File: src/rtl/pipe_hazard_ctrl.sv
// Stall/flush controller for the 5-stage pipeline: memory wait > taken branch > load-use.
// Optional perf counters (stall_cycles, flush_events) when PIPE_HAZARD_CTRL_PERF_EN is defined.
module pipe_hazard_ctrl #(
  parameter int unsigned MEM_TIMEOUT = 16,
  parameter int unsigned CNT_W       = 8
) (
  input  logic       clk,
  input  logic       rst,
  input  logic [4:0] id_rs,
  input  logic [4:0] id_rt,
  input  logic       id_uses_rt,
  input  logic       ex_mem_read,
  input  logic [4:0] ex_dst,
  input  logic       ex_branch_taken,
  input  logic       mem_req,
  input  logic       dmem_ready,
  output logic       pc_en,
  output logic       if_id_en,
  output logic       id_ex_en,
  output logic       ex_mem_en,
  output logic       mem_wb_en,
  output logic       if_id_flush,
  output logic       id_ex_flush,
  output logic       mem_wb_flush,
  output logic       mem_fault
`ifdef PIPE_HAZARD_CTRL_PERF_EN
  ,
  output logic [31:0] stall_cycles,
  output logic [31:0] flush_events
`endif
);

  typedef enum logic [1:0] {
    RUN      = 2'd0,
    MEM_WAIT = 2'd1,
    FAULT    = 2'd2
  } state_e;

  localparam logic [CNT_W-1:0] TIMEOUT_C = CNT_W'(MEM_TIMEOUT);

  state_e           state_q, state_d;
  logic [CNT_W-1:0] wait_cnt_q, wait_cnt_d;
  logic [CNT_W-1:0] wait_cnt_inc;

  logic load_use;
  logic mem_wait;
  logic br_hit;
  logic lu_hit;

  assign load_use = ex_mem_read && (ex_dst != 5'd0) &&
                    ((ex_dst == id_rs) || (id_uses_rt && (ex_dst == id_rt)));
  assign mem_wait = mem_req && !dmem_ready;
  assign br_hit   = ex_branch_taken && !mem_wait;
  assign lu_hit   = load_use && !ex_branch_taken && !mem_wait;

  assign wait_cnt_inc = wait_cnt_q + 1'b1;

  always_ff @(posedge clk or posedge rst) begin
    if (rst) begin
      state_q    <= RUN;
      wait_cnt_q <= '0;
    end else begin
      state_q    <= state_d;
      wait_cnt_q <= wait_cnt_d;
    end
  end

  always_comb begin
    state_d      = state_q;
    wait_cnt_d   = wait_cnt_q;
    pc_en        = 1'b0;
    if_id_en     = 1'b0;
    id_ex_en     = 1'b0;
    ex_mem_en    = 1'b0;
    mem_wb_en    = 1'b0;
    if_id_flush  = 1'b0;
    id_ex_flush  = 1'b0;
    mem_wb_flush = 1'b0;

    if (state_q != FAULT) begin
      if (mem_wait) begin
        // Front end frozen; MEM_WB takes a bubble so the stalled access retires once.
        mem_wb_en    = 1'b1;
        mem_wb_flush = 1'b1;
        if (state_q == RUN) begin
          state_d    = MEM_WAIT;
          wait_cnt_d = {{(CNT_W-1){1'b0}}, 1'b1};
        end else if (wait_cnt_inc == TIMEOUT_C) begin
          state_d    = FAULT;
          wait_cnt_d = TIMEOUT_C;
        end else begin
          wait_cnt_d = wait_cnt_inc;
        end
      end else begin
        state_d    = RUN;
        wait_cnt_d = '0;
        pc_en      = 1'b1;
        if_id_en   = 1'b1;
        id_ex_en   = 1'b1;
        ex_mem_en  = 1'b1;
        mem_wb_en  = 1'b1;
        if (br_hit) begin
          if_id_flush = 1'b1;
          id_ex_flush = 1'b1;
        end else if (lu_hit) begin
          pc_en       = 1'b0;
          if_id_en    = 1'b0;
          id_ex_flush = 1'b1;
        end
      end
    end

    // Hold the whole pipeline still while reset is asserted.
    if (rst) begin
      pc_en        = 1'b0;
      if_id_en     = 1'b0;
      id_ex_en     = 1'b0;
      ex_mem_en    = 1'b0;
      mem_wb_en    = 1'b0;
      if_id_flush  = 1'b0;
      id_ex_flush  = 1'b0;
      mem_wb_flush = 1'b0;
    end
  end

  assign mem_fault = (state_q == FAULT);

`ifdef PIPE_HAZARD_CTRL_PERF_EN
  logic [31:0] stall_cycles_q, flush_events_q;

  always_ff @(posedge clk or posedge rst) begin
    if (rst) begin
      stall_cycles_q <= '0;
      flush_events_q <= '0;
    end else if (state_q != FAULT) begin
      if (mem_wait || lu_hit) stall_cycles_q <= stall_cycles_q + 32'd1;
      if (br_hit)             flush_events_q <= flush_events_q + 32'd1;
    end
  end

  assign stall_cycles = stall_cycles_q;
  assign flush_events = flush_events_q;
`endif

endmodule
File: config.mk
export PLATFORM = sky130hd
export DESIGN_NAME = pipe_hazard_ctrl
export DESIGN_NICKNAME = d
export VERILOG_FILES = /design/src/rtl/pipe_hazard_ctrl.sv
export SDC_FILE = /design/constraint.sdc
export NUM_CORES = 1
export LEC_CHECK = 0
export CORE_UTILIZATION = 41
export DETAILED_ROUTE_END_ITERATION = 6
export GPL_TIMING_DRIVEN = 0
export HOLD_SLACK_MARGIN = 0.12
export PLACE_DENSITY_LB_ADDON = 0.08
export SYNTH_ARGS = -nofsm -noshare
export SYNTH_HDL_FRONTEND = slang
export SYNTH_SLANG_ARGS = --single-unit
File: constraint.sdc
create_clock -name clk -period 2.3 [get_ports clk]
set_input_delay 0.46 -clock clk [delete_from_list [all_inputs] [get_ports clk]]
set_output_delay 0.46 -clock clk [all_outputs]
set_load 0.005 [all_outputs]
* Word-level counts from Yosys, hierarchy flattened *
Cells that the tools add are included.

word-level totals
  register bits after elaboration = 10
  output and inout bits = 9
  logic and storage cells = 51

operators by class
  add/subtract/negate cells = 1
  reductions and logical operators = 14
  equality and inequality tests = 6
  muxes and demuxes = 28

operator list
  operator               count
  $mux W8                3
  $mux W1                22
  $eq A5 B5 Y1           2
  $add A8 B1 Y8 const B  1
  $eq A8 B5 Y1 const B   1
  $logic_and A1 B1 Y1    7
  $mux W2                3
  $reduce_bool A5 Y1     1
  $logic_not A1 Y1       3
  $ne A3 B1 Y1 const B   1
  $eq A2 B2 Y1 const B   1
  $logic_not A2 Y1       1
  $ne A2 B2 Y1 const B   1
  $reduce_and A2 Y1      1
  $logic_or A1 B1 Y1     1

* Logic depth before layout (Yosys ltp) *
  depth in word-level cells = 11
  mapped depth = 6
  gate-level depth less buffers = 6

* Worst setup path before layout *
Ideal clock, no wire load.

  path type = input -> output
  start = input ex_dst[1]
  end = output pc_en
  required time = 1,840 ps
  stages = 5
  arrival time = 1,585 ps
  buffers on the path = 1
  setup slack = 255 ps
  path through = or4_1 > o21ai_0 > a21oi_1 > a21boi_0 > buf_4

on the way
  word-level cells in the longest chain between the ends = 11
  elaborated cells on any way between the ends = 14
  classes of those cells = eq/ne: 2; mux: 5; reduce/logical: 7

RTL lines
  what                                  line  text
  from (decl)                           13    input logic [4:0] ex_dst,
  $eq A5 B5 Y1                          51    ((ex_dst == id_rs) || (id_uses_rt && (ex_dst == id_rt)));
  $logic_and A1 B1 Y1                   51
  $logic_or A1 B1 Y1                    51
  $logic_and A1 B1 Y1 (*)               50    assign load_use = ex_mem_read && (ex_dst != 5'd0) &&
  $logic_and A1 B1 Y1 (*) (2 in a row)  54    assign lu_hit = load_use && !ex_branch_taken && !mem_wait;
  $mux W1 (*) (5 in a row)              -
  to (decl)                             17    output logic pc_en,

Mark *: on every way between the ends. The rest lies on a longest branch, timed or not.

* Worst setup path in the final report *
  start = input ex_dst[4]
  end = output id_ex_flush

on the way
  word-level cells in the longest chain between the ends = 11
  elaborated cells on any way between the ends = 14
  classes of those cells = eq/ne: 2; mux: 5; reduce/logical: 7

RTL lines
  what                                  line  text
  $eq A5 B5 Y1                          51
  $logic_and A1 B1 Y1                   51
  $logic_or A1 B1 Y1                    51
  $logic_and A1 B1 Y1 (*)               50
  $logic_and A1 B1 Y1 (*) (2 in a row)  54
  $mux W1 (*)                           105   end else if (lu_hit) begin
  $mux W1 (*)                           102   if (br_hit) begin
  $mux W1 (*)                           81    if (mem_wait) begin
  $mux W1 (*)                           80    if (state_q != FAULT) begin
  $mux W1 (*)                           114   if (rst) begin
  to (decl)                             23    output logic id_ex_flush,

Marked as above.

==> results <==
[worst max-delay path: cells and delay by family]
family	cells	cell delay, ns
buf+inv	3	0.38
simple gates	1	0.54
compound gates	3	0.38
[report_power, final]
group,total [W],leakage [nW],internal [W],switching (W)
Combinational,0.0000959,0.369,0.0000562,0.0000397
Clock,0.000159,0.0210,0.0000963,0.0000630
Sequential,0.000183,0.136,0.000178,0.00000476
Total,0.000438,0.527,0.000331,0.000107
[flip-flops by register name, summed over array words and instances, names as in the netlist]
| name | count |
|---|---|
| wait_cnt_q | 8 |
| state_q | 2 |
[cells by family (layout without fill, tap and decap cells)]
family                   count (synthesis)  count (layout)  share of synthesized area, %
flip-flops                              10              10                          32.3
adder cells (fa/ha/maj)                  2               2                          3.23
XOR/XNOR                                13              13                          14.7
buffers and inverters                    9              43                          5.48
AO/OA/AOI/OAI                           24              24                          20.5
AND/OR/NAND/NOR                         34              34                          23.9
[repair_timing]
action                                  in CTS  in global routing
pin swaps                                    8                  8
endpoints found under the setup margin       9                  6
resized for setup                           43                 12
hold endpoints to repair                     0                  0
buffers inserted                             2                  0
cloned                                       0                  0
[path summary, 6_finish.rpt]
| path | slack [ns] | endpoint | from | cells after the start |
|---|---|---|---|---|
| max in group asynchronous | 1.70 | state_q[0]$_DFFE_PP0P_ | rst | 2 |
| setup reg to reg | 0.41 | wait_cnt_q[0]$_DFFE_PP0N_ | wait_cnt_q[0]$_DFFE_PP0N_ | 6 |
| hold reg to reg | 0.56 | wait_cnt_q[7]$_DFFE_PP0N_ | wait_cnt_q[7]$_DFFE_PP0N_ | 1 |
| setup / recovery | 0.08 | id_ex_flush | ex_dst[4] | 7 |
| min in group clk | 0.56 | wait_cnt_q[7]$_DFFE_PP0N_ | wait_cnt_q[7]$_DFFE_PP0N_ | 1 |
| hold / removal | 0.30 | state_q[0]$_DFFE_PP0P_ | rst | 2 |
[metrics by stage]
step | total power, W | hold slack [ns] | utilization, % | worst slack [ns]
global route | 0.000462 | 0.316 | 67.2 | -0.0207
CTS | 0.000444 | 0.551 | 67.2 | 0.0263
finish | 0.000438 | 0.297 | 67.2 | 0.0787
detailed placement | 0.000285 | 0.542 | 63.4 | -0.786
global placement | 0.000283 | 0.512 | 63.4 | -0.735
floorplan | 0.000221 | 0.300 | - | 0.255
[layout by cell type (no fill, tap or decap), drive strengths merged]
cell and count:
clkdlybuf4s50 10, o21ai 10, dfrtp 10, dlygate4sd2 9
buf 9, xor2 8, clkbuf 8, nor2 7
nor3 6, xnor2 5, nand3 5, nand2 4
inv 3, o31ai 3, dlymetal6s2s 3, nor2b 3
a21oi 3, nand4 2, nor4 2, ha 2
nand2b 1, and2 1, o32a 1, a31oi 1
nand3b 1, o22ai 1, a32o 1, or4 1
o21a 1, a21boi 1, o41ai 1, a2bb2oi 1
and3 1, clkdlybuf4s15 1
[final cells by class]
| class | count | area (sq um) | area share (%) |
|---|---|---|---|
| inverters | 3 | 11.3 | 0.959 |
| flip-flops and latches | 10 | 251 | 21.4 |
| well taps | 25 | 31.3 | 2.67 |
| repair buffers | 32 | 279 | 23.8 |
| multi-input cells | 73 | 537 | 45.7 |
| clock buffers | 4 | 36.3 | 3.09 |
| plain buffers | 4 | 27.5 | 2.35 |
[per-layer routing]
metal  share of wire (%)  up-vias  global-route usage (%)
met5                   0        -                       0
met2                  49       27                    37.4
met1                  42      389                    25.1
met4                0.86        0                    5.45
met3                 7.5        4                    8.33
li1                    -      402                       -
==> metrics.csv <==
metric;value;unit
hp-class;in2async;
nFillCells;147;
clk_latency;0.27;ns
antenna_found_initial;0;
maxCapViolations;0;
fin_crit;2.22;ns
fin_cells;151;
design_area;0.00117;sq mm
crit_fanout;3;
drtIter0Drc;13;
max_freq;450;MHz
crit_path_max_incr_delay;0.54;ns
gr-total-overflow;0;
timing.final.crit_share;96.6;%
netlist_area;776;sq um
io_pins;31;
cp_cell_sequence;buf_2, or4_4, o21ai_2, a21oi_2, buf_4, o21a_1, buf_2;
clkSinkCount;10;
synth-edff-count;0;
async_flop_share;100;%
area_growth;51.3;%
critPathRequiredTime;1.84;ns
finalHoldViolCount;0;
synth_area_per_cell;8.43;sq um
cp_slowest_cell;or4_4;
post_drt_via_cell_ratio;5.44;
setup_viol;0;
die_h;45.5;um
drc;0;
die_w;45.5;um
first_pass_iters;4;
portBuffers;30;
diodes;0;
initial_core_util;44.4;%
grt_usage;21.7;%
dp_hpwl;1460;um
ys_top_cells_by_area;dfrtp_1, xor2_1, o21ai_0;
synthCells;92;
cpMostUsedCell;buf_2;
grt_pass1_vias;770;
clock_path_buffers;2;
numCtsBuffers;3;
cellLeakagePower;0.527;nW
vias;822;
routabilityCongestion;0.835;
synth_top_area_cell;dfrtp_1;
synth_commonest_cells;dfrtp_1, o21ai_0, xor2_1, nor2_1;
dp.cells;147;
arrival;1.76;ns
maxSlewHeadroom;73.5;%
syn-num-nets;116;
grt_max_degree;11;
cts_root_buf;clkbuf_4;
synth_flop_cell;dfrtp_1;
placed_area;0.00111;sq mm
skew;0.000965;ns
nNetsFinal;151;
coreArea;0.00175;sq mm
yosysSeqAreaShare;32.3;%
yosysTopAreaCellShare;32.3;%
cp-start-kind;primary input;
cts_hold_buf;0;
outcome;complete, no violations;
worstSetupEndpointType;output pin;
h-tree-depth;1;
yosys_register_bits;10;
fin_tns_setup;0;ns
dieArea;0.00207;sq mm
drt-total-wl;1970;um
drv_slew;0;
rsz0062_at_grt;yes;
cts_tree;built;
tightest_slew;0.397;ns
peakVddDrop;0.315;mV
wl_per_cell;13.0;um
synth.distinct_cells;33;
grt_pass1_wl;3190;um
clk_pin_slew;0.07;ns
drive_gt1_share;24.6;%
powerDensity;373;mW/mm^2
ys.warnings.count;0;
ant_nets;0;
rows;15;
critical_path_class;in2out;
(Power assumes the default switching activity.)
